**config.mk**
```make
export PLATFORM = sky130hd
export DESIGN_NAME = sel138_rr_arbiter_flat
export DESIGN_NICKNAME = d
export VERILOG_FILES = /design/src/rtl/sel138_rr_arbiter_pkg.sv /design/src/rtl/sel138_rr_arbiter_if.sv /design/src/rtl/sel138_rr_arbiter_rr_pick8.sv /design/src/rtl/sel138_rr_arbiter.sv /design/src/flat_wrapper.sv
export SDC_FILE = /design/constraint.sdc
export NUM_CORES = 1
export LEC_CHECK = 0
export ABC_AREA = 0
export ABC_CLOCK_PERIOD_IN_PS = 5900
export CORE_MARGIN = 3
export CORE_UTILIZATION = 60
export DETAILED_ROUTE_END_ITERATION = 8
export GPL_TIMING_DRIVEN = 0
export PLACE_DENSITY = 0.84
export SETUP_SLACK_MARGIN = 0.1
export SYNTH_ARGS = -nofsm -noshare
export SYNTH_HDL_FRONTEND = slang
export SYNTH_SLANG_ARGS = --single-unit
```
**constraint.sdc**
```tcl
create_clock -name clk -period 5.9 [get_ports clk]
set_clock_uncertainty 0.05 [all_clocks]
set_input_delay 0.885 -clock clk [delete_from_list [all_inputs] [get_ports clk]]
set_output_delay 0.885 -clock clk [all_outputs]
set_load 0.02 [all_outputs]
```
**src/rtl/sel138_rr_arbiter_pkg.sv**
```systemverilog
// Shared encodings for the 74LS138 round-robin arbiter: FSM states and decoder enable patterns.
package sel138_rr_arbiter_pkg;

    typedef enum logic [1:0] {
        ST_IDLE  = 2'd0,
        ST_GRANT = 2'd1,
        ST_GAP   = 2'd2
    } state_e;

    // {G1,G2A,G2B}: only the enabled pattern lets a Y line go low
    localparam logic [2:0] DEC_ENABLE  = 3'b100;
    localparam logic [2:0] DEC_DISABLE = 3'b011;

    localparam logic [2:0] LAST_ID_RESET = 3'd7;

endpackage

```
**src/rtl/sel138_rr_arbiter_if.sv**
```systemverilog
// Requester/decoder-side bundle: REQ in, decoder enables/address and grant status out.
interface sel138_rr_arbiter_if;

    logic [7:0] REQ;
    logic       G1;
    logic       G2A;
    logic       G2B;
    logic       C;
    logic       B;
    logic       A;
    logic       GNT_VALID;
    logic [2:0] GNT_ID;

    modport master (
        output REQ,
        input  G1, G2A, G2B, C, B, A, GNT_VALID, GNT_ID
    );

    modport slave (
        input  REQ,
        output G1, G2A, G2B, C, B, A, GNT_VALID, GNT_ID
    );

endinterface

```
**src/rtl/sel138_rr_arbiter_rr_pick8.sv**
```systemverilog
// Rotating-priority picker: first set request bit scanning lastId+1, lastId+2, ... modulo 8.
module rr_pick8 (
    input  logic [7:0] req_i,
    input  logic [2:0] lastId_i,
    output logic       any_o,
    output logic [2:0] pick_o
);

    logic [2:0] idx;

    // Scan from farthest to nearest so the nearest set bit after lastId wins
    always_comb begin
        any_o  = 1'b0;
        pick_o = lastId_i;
        idx    = lastId_i;
        for (int off = 8; off >= 1; off--) begin
            idx = lastId_i + 3'(off);
            if (req_i[idx]) begin
                any_o  = 1'b1;
                pick_o = idx;
            end
        end
    end

endmodule

```
**src/rtl/sel138_rr_arbiter.sv**
```systemverilog
// Round-robin arbiter sharing one 3-to-8 decoder among 8 requesters, with bounded hold
// time and break-before-make dead cycles; every decoder-facing output comes from a flop.
module sel138_rr_arbiter
    import sel138_rr_arbiter_pkg::*;
#(
    parameter int unsigned HOLD_MAX   = 15,
    parameter int unsigned GAP_CYCLES = 1
) (
    input  logic                 clk,
    input  logic                 rst,
    sel138_rr_arbiter_if.slave   bus
);

    localparam logic [7:0] HOLD_MAX_C   = 8'(HOLD_MAX);
    localparam logic [3:0] GAP_CYCLES_C = 4'(GAP_CYCLES);

    state_e     state_q,   state_d;
    logic [7:0] holdCnt_q, holdCnt_d;
    logic [3:0] gapCnt_q,  gapCnt_d;
    logic [2:0] lastId_q,  lastId_d;
    logic [2:0] gntId_q,   gntId_d;
    logic [2:0] dec_q,     dec_d;

    logic       pickAny;
    logic [2:0] pickId;
    logic       arbNow;

    rr_pick8 u_pick (
        .req_i    (bus.REQ),
        .lastId_i (lastId_q),
        .any_o    (pickAny),
        .pick_o   (pickId)
    );

    always_ff @(posedge clk) begin
        if (rst) begin
            state_q   <= ST_IDLE;
            holdCnt_q <= 8'd0;
            gapCnt_q  <= 4'd0;
            lastId_q  <= LAST_ID_RESET;
            gntId_q   <= 3'd0;
            dec_q     <= DEC_DISABLE;
        end else begin
            state_q   <= state_d;
            holdCnt_q <= holdCnt_d;
            gapCnt_q  <= gapCnt_d;
            lastId_q  <= lastId_d;
            gntId_q   <= gntId_d;
            dec_q     <= dec_d;
        end
    end

    // The address is left untouched outside a new grant so it never moves while disabled
    always_comb begin
        state_d   = state_q;
        holdCnt_d = holdCnt_q;
        gapCnt_d  = gapCnt_q;
        lastId_d  = lastId_q;
        gntId_d   = gntId_q;
        dec_d     = dec_q;
        arbNow    = 1'b0;

        case (state_q)
            ST_IDLE: begin
                arbNow = 1'b1;
            end
            ST_GRANT: begin
                if (!bus.REQ[gntId_q] || (holdCnt_q == HOLD_MAX_C)) begin
                    state_d  = ST_GAP;
                    gapCnt_d = 4'd1;
                    dec_d    = DEC_DISABLE;
                end else begin
                    holdCnt_d = holdCnt_q + 8'd1;
                end
            end
            ST_GAP: begin
                if (gapCnt_q < GAP_CYCLES_C) begin
                    gapCnt_d = gapCnt_q + 4'd1;
                end else begin
                    arbNow = 1'b1;
                end
            end
            default: begin
                state_d = ST_IDLE;
                dec_d   = DEC_DISABLE;
            end
        endcase

        if (arbNow) begin
            if (pickAny) begin
                state_d   = ST_GRANT;
                gntId_d   = pickId;
                lastId_d  = pickId;
                holdCnt_d = 8'd1;
                dec_d     = DEC_ENABLE;
            end else begin
                state_d   = ST_IDLE;
                dec_d     = DEC_DISABLE;
            end
        end
    end

    assign bus.G1        = dec_q[2];
    assign bus.G2A       = dec_q[1];
    assign bus.G2B       = dec_q[0];
    assign bus.C         = gntId_q[2];
    assign bus.B         = gntId_q[1];
    assign bus.A         = gntId_q[0];
    assign bus.GNT_VALID = dec_q[2];
    assign bus.GNT_ID    = gntId_q;

endmodule
```
**src/flat_wrapper.sv**
```systemverilog
// flat-port wrapper written by rule: the top's interface ports become plain ports
module sel138_rr_arbiter_flat import sel138_rr_arbiter_pkg::*;
#(
    parameter int unsigned HOLD_MAX   = 15,
    parameter int unsigned GAP_CYCLES = 1
)
  (clk, rst, bus_REQ, bus_G1, bus_G2A, bus_G2B, bus_C, bus_B, bus_A, bus_GNT_VALID, bus_GNT_ID);
  sel138_rr_arbiter_if bus_i ();
  input  logic clk;
  input  logic rst;
  input wire logic [$bits(bus_i.REQ)-1:0] bus_REQ;
  output wire logic [$bits(bus_i.G1)-1:0] bus_G1;
  output wire logic [$bits(bus_i.G2A)-1:0] bus_G2A;
  output wire logic [$bits(bus_i.G2B)-1:0] bus_G2B;
  output wire logic [$bits(bus_i.C)-1:0] bus_C;
  output wire logic [$bits(bus_i.B)-1:0] bus_B;
  output wire logic [$bits(bus_i.A)-1:0] bus_A;
  output wire logic [$bits(bus_i.GNT_VALID)-1:0] bus_GNT_VALID;
  output wire logic [$bits(bus_i.GNT_ID)-1:0] bus_GNT_ID;
  assign bus_i.REQ = bus_REQ;
  assign bus_G1 = bus_i.G1;
  assign bus_G2A = bus_i.G2A;
  assign bus_G2B = bus_i.G2B;
  assign bus_C = bus_i.C;
  assign bus_B = bus_i.B;
  assign bus_A = bus_i.A;
  assign bus_GNT_VALID = bus_i.GNT_VALID;
  assign bus_GNT_ID = bus_i.GNT_ID;
  sel138_rr_arbiter #(.HOLD_MAX(HOLD_MAX), .GAP_CYCLES(GAP_CYCLES)) u_core (.clk(clk), .rst(rst), .bus(bus_i));
endmodule
```
==> metrics.txt <==
# TYPE chip_impl_metric gauge
chip_impl_metric{name="area_growth",unit="%"} 13.7
chip_impl_metric{name="timing.final.crit_share",unit="%"} 62.9
chip_impl_info{name="mostFrequentLayoutCells",value="sky130_fd_sc_hd__nor2_1, sky130_fd_sc_hd__dfxtp_1, sky130_fd_sc_hd__clkdlybuf4s50_1, sky130_fd_sc_hd__inv_1"} 1
chip_impl_metric{name="routed-wl-met2",unit="um"} 2100
chip_impl_metric{name="utilization",unit="%"} 74.1
chip_impl_info{name="synth_area_leader_cell",value="sky130_fd_sc_hd__dfxtp_1"} 1
chip_impl_metric{name="required",unit="ns"} 6.10
chip_impl_metric{name="grt_pass1_vias",unit=""} 1572
chip_impl_metric{name="design.final.nets",unit=""} 249
chip_impl_info{name="unrepaired_setup_endpoints_after_global_routing",value="false"} 1
chip_impl_info{name="worst_setup_path_startpoint",value="u_core.lastId_q[1]$_SDFFE_PP1P_"} 1
chip_impl_info{name="layout.cells.most_common",value="sky130_fd_sc_hd__nor2_1"} 1
chip_impl_metric{name="dr_wl_met3",unit="um"} 415
chip_impl_metric{name="portBuffers",unit=""} 19
chip_impl_metric{name="power.density",unit="mW/mm2"} 445
chip_impl_metric{name="tritoncts.num_buffers",unit=""} 3
chip_impl_metric{name="syn_nets",unit=""} 225
chip_impl_metric{name="chipWidth",unit="um"} 61.7
chip_impl_metric{name="insertedDiodeCount",unit=""} 0
chip_impl_info{name="tritoncts",value="yes"} 1
chip_impl_metric{name="relSlewSlack",unit="%"} 52.9
chip_impl_metric{name="io-pin-count",unit=""} 20
chip_impl_metric{name="timing.max_cap.violations",unit=""} 0
chip_impl_info{name="end_kind",value="flop"} 1
chip_impl_metric{name="worst_setup_hold_path_clk_slew",unit="ns"} 0.11
chip_impl_metric{name="die_area",unit="mm2"} 0.00380
chip_impl_metric{name="number_of_violations_reported_at_the_end_of_detailed_routing_iteration_0",unit=""} 116
chip_impl_metric{name="leakagePower",unit="nW"} 0.825
chip_impl_metric{name="drv_slew",unit=""} 0
chip_impl_metric{name="cts_sinks",unit=""} 21
chip_impl_metric{name="sequential_share_of_the_synthesized_area",unit="%"} 22.6
chip_impl_info{name="timing.setup.critical_path_class",value="reg2reg"} 1
chip_impl_metric{name="number_of_iterations_in_the_first_detailed_routing_pass",unit=""} 5
chip_impl_metric{name="synth_warnings",unit=""} 0
chip_impl_metric{name="global_route_usage_over_all_layers",unit="%"} 24.9
chip_impl_metric{name="gp_congestion",unit=""} 0.922
chip_impl_metric{name="initial_core_util",unit="%"} 65.1
chip_impl_metric{name="synthesis.instances",unit=""} 206
chip_impl_info{name="synth.top_cells.by_area",value="sky130_fd_sc_hd__dfxtp_1, sky130_fd_sc_hd__mux4_2, sky130_fd_sc_hd__ha_1"} 1
chip_impl_metric{name="gr-total-overflow",unit=""} 0
chip_impl_metric{name="rows",unit=""} 19
chip_impl_metric{name="final.setup.tns",unit="ns"} 0
chip_impl_metric{name="post_route_m1_wl",unit="um"} 1780
chip_impl_metric{name="core-area",unit="mm2"} 0.00285
chip_impl_metric{name="vdd.ir_drop.worst",unit="mV"} 0.243
chip_impl_info{name="ys.flop_type",value="sky130_fd_sc_hd__dfxtp_1"} 1
chip_impl_metric{name="mappedNetlistArea",unit="mm2"} 0.00186
chip_impl_metric{name="yosys_register_bits",unit=""} 21
chip_impl_info{name="clock-root-buffer",value="sky130_fd_sc_hd__clkbuf_4"} 1
chip_impl_metric{name="routed_wirelength",unit="um"} 4320
chip_impl_metric{name="timing.critical_path.fanout_max",unit=""} 10
chip_impl_metric{name="proportion_of_register_bits_with_asynchronous_set_or_reset_after_synthesis",unit="%"} 0
chip_impl_metric{name="setup_violations",unit=""} 0
chip_impl_metric{name="postSynthAreaPerCell",unit="um2"} 9.02
chip_impl_metric{name="chipHeight",unit="um"} 61.7
chip_impl_metric{name="hold_path_depth",unit=""} 2
chip_impl_info{name="holdPathEnd",value="u_core.state_q[1]$_SDFFE_PP0P_"} 1
chip_impl_metric{name="ratio_of_cells_with_drive_above_1_in_the_final_layout",unit="%"} 14.8
chip_impl_metric{name="report.final.hold_viol_count",unit=""} 0
chip_impl_metric{name="route.vias.total",unit=""} 1678
chip_impl_info{name="class_of_the_most_critical_hold_timing_path",value="reg2reg"} 1
chip_impl_metric{name="grt_first_pass_wirelength",unit="um"} 7140
chip_impl_info{name="r2r-start",value="u_core.lastId_q[1]$_SDFFE_PP1P_"} 1
chip_impl_metric{name="clock.fmax",unit="MHz"} 270
chip_impl_metric{name="worst_tran_pin_value",unit="ns"} 0.706
chip_impl_metric{name="routed_wire_length_per_instance",unit="um"} 16.6
chip_impl_metric{name="post_route_minimum_period",unit="ns"} 3.71
chip_impl_info{name="startpoint_type",value="flop"} 1
chip_impl_metric{name="rr_worst_depth",unit=""} 12
chip_impl_info{name="highest_layer",value="met4"} 1
chip_impl_metric{name="grt_max_degree",unit=""} 12
chip_impl_metric{name="vias_per_cell",unit=""} 6.45
chip_impl_metric{name="dp_hpwl",unit="um"} 3310
chip_impl_metric{name="critPathArrivalTime",unit="ns"} 3.91
chip_impl_metric{name="cts.repair_timing.setup_buffer_count",unit=""} 0
chip_impl_metric{name="cts_hold_repair.buffers",unit=""} 0
chip_impl_metric{name="yosys.cell_types.count",unit=""} 44
chip_impl_metric{name="count_of_flip_flops_with_a_built_in_enable_after_synthesis",unit=""} 0
chip_impl_metric{name="route.detailed.drc",unit=""} 0
chip_impl_metric{name="clock_latency",unit="ns"} 0.30
chip_impl_info{name="run_status",value="finished clean"} 1
chip_impl_metric{name="fin_hold_ws",unit="ns"} 0.442
chip_impl_metric{name="yosysTopAreaCellShare",unit="%"} 22.6
chip_impl_metric{name="cts.repair.resized",unit=""} 0
chip_impl_info{name="r2r_end",value="u_core.lastId_q[1]$_SDFFE_PP1P_"} 1
chip_impl_metric{name="ctsLongestPathBuffers",unit=""} 2
chip_impl_metric{name="route.antenna.remaining_nets",unit=""} 0
chip_impl_info{name="hold_path.startpoint",value="u_core.state_q[1]$_SDFFE_PP0P_"} 1
chip_impl_metric{name="reg2reg_slack",unit="ns"} 2.19
chip_impl_metric{name="grt_antenna_before_repair",unit=""} 0
chip_impl_metric{name="ctsHtreeMaxLevel",unit=""} 1
critical path, cell delays in order, from the launching register on:
cell	delay, ns
sky130_fd_sc_hd__dfxtp_1	0.35
sky130_fd_sc_hd__clkbuf_1	0.31
sky130_fd_sc_hd__buf_2	0.32
sky130_fd_sc_hd__inv_1	0.15
sky130_fd_sc_hd__ha_1	0.43
sky130_fd_sc_hd__buf_6	0.19
sky130_fd_sc_hd__mux2_4	0.30
sky130_fd_sc_hd__mux4_2	0.53
sky130_fd_sc_hd__a221o_1	0.33
sky130_fd_sc_hd__a211oi_2	0.22
sky130_fd_sc_hd__nor3_1	0.09
sky130_fd_sc_hd__o211a_1	0.26
sky130_fd_sc_hd__o21ai_1	0.13
stage by stage:
stage               setup slack [ns]  std cells  instance area (um2)  total power, mW
global route                    2.02        260                 2110             1.00
CTS                             2.24        260                 2110            0.930
floorplan                       2.67        206                 1860            0.704
global placement                2.32        256                 2090            0.835
detailed placement              2.27        256                 2090            0.860
finish                          2.19        260                 2110            0.940
sequential cells by signal, summed over array words and instances (netlist names):
register,count
u_core.bus.GNT_ID,3
u_core.dec_q,1
u_core.gapCnt_q,4
u_core.holdCnt_q,8
u_core.lastId_q,3
u_core.state_q,2
cell usage after synthesis, types with 5 or more instances:
library cell                n
sky130_fd_sc_hd__a21oi_1   11
sky130_fd_sc_hd__a221oi_1   5
sky130_fd_sc_hd__buf_4      5
sky130_fd_sc_hd__clkbuf_1   6
sky130_fd_sc_hd__dfxtp_1   21
sky130_fd_sc_hd__ha_1       9
sky130_fd_sc_hd__inv_1     14
sky130_fd_sc_hd__mux2_2    10
sky130_fd_sc_hd__mux2i_1    5
sky130_fd_sc_hd__mux4_2     9
sky130_fd_sc_hd__nand2_1   11
sky130_fd_sc_hd__nand3_1    8
sky130_fd_sc_hd__nor2_1    27
sky130_fd_sc_hd__nor3_1     5
sky130_fd_sc_hd__o21ai_0    5
sky130_fd_sc_hd__xnor2_1    6
sky130_fd_sc_hd__xor2_1     6
how the worst max path moves through the flow:
stage / cells after the start / slack (ns) / endpoint
floorplan: 12 / 2.67 / u_core.lastId_q[1]$_SDFFE_PP1P_
global placement: 12 / 2.32 / u_core.lastId_q[1]$_SDFFE_PP1P_
detailed placement: 12 / 2.27 / u_core.lastId_q[1]$_SDFFE_PP1P_
CTS: 12 / 2.24 / u_core.lastId_q[1]$_SDFFE_PP1P_
global route: 12 / 2.02 / u_core.bus.GNT_ID[1]$_SDFFE_PP0P_
finish: 12 / 2.19 / u_core.lastId_q[1]$_SDFFE_PP1P_
per-layer routing:
metal	vias up	GRT usage, %
met4	0	2.73
li1	802	-
met1	781	34.2
met2	89	41.4
met5	-	0
met3	6	5.87
report_power, final:
group,switching [mW],internal (mW)
logic,0.368,0.319
registers,0.0194,0.165
clock network,0.0425,0.0264
layout make-up:
cell class / instances / area (um2)
multi-input combinational: 156 / 1300
timing repair buffer: 19 / 190
clock buffer: 4 / 26.3
tap: 31 / 38.8
buffer: 15 / 86.3
sequential: 21 / 420
fill: 219 / 739
inverter: 14 / 52.6
cell families (layout without fill, tap and decap cells):
group / count (synthesis) / count (layout) / share of synthesized area [%]
AOI/OAI and AO/OA: 37 / 37 / 14.4
xor gates and xnor gates: 12 / 12 / 5.66
muxes: 29 / 29 / 26.1
DFF: 21 / 21 / 22.6
buffers and inverters: 29 / 52 / 7.47
adders and majority gates: 9 / 9 / 6.06
and+or+nand+nor: 69 / 69 / 17.6
Note: power is estimated with default switching activity, not from simulation.
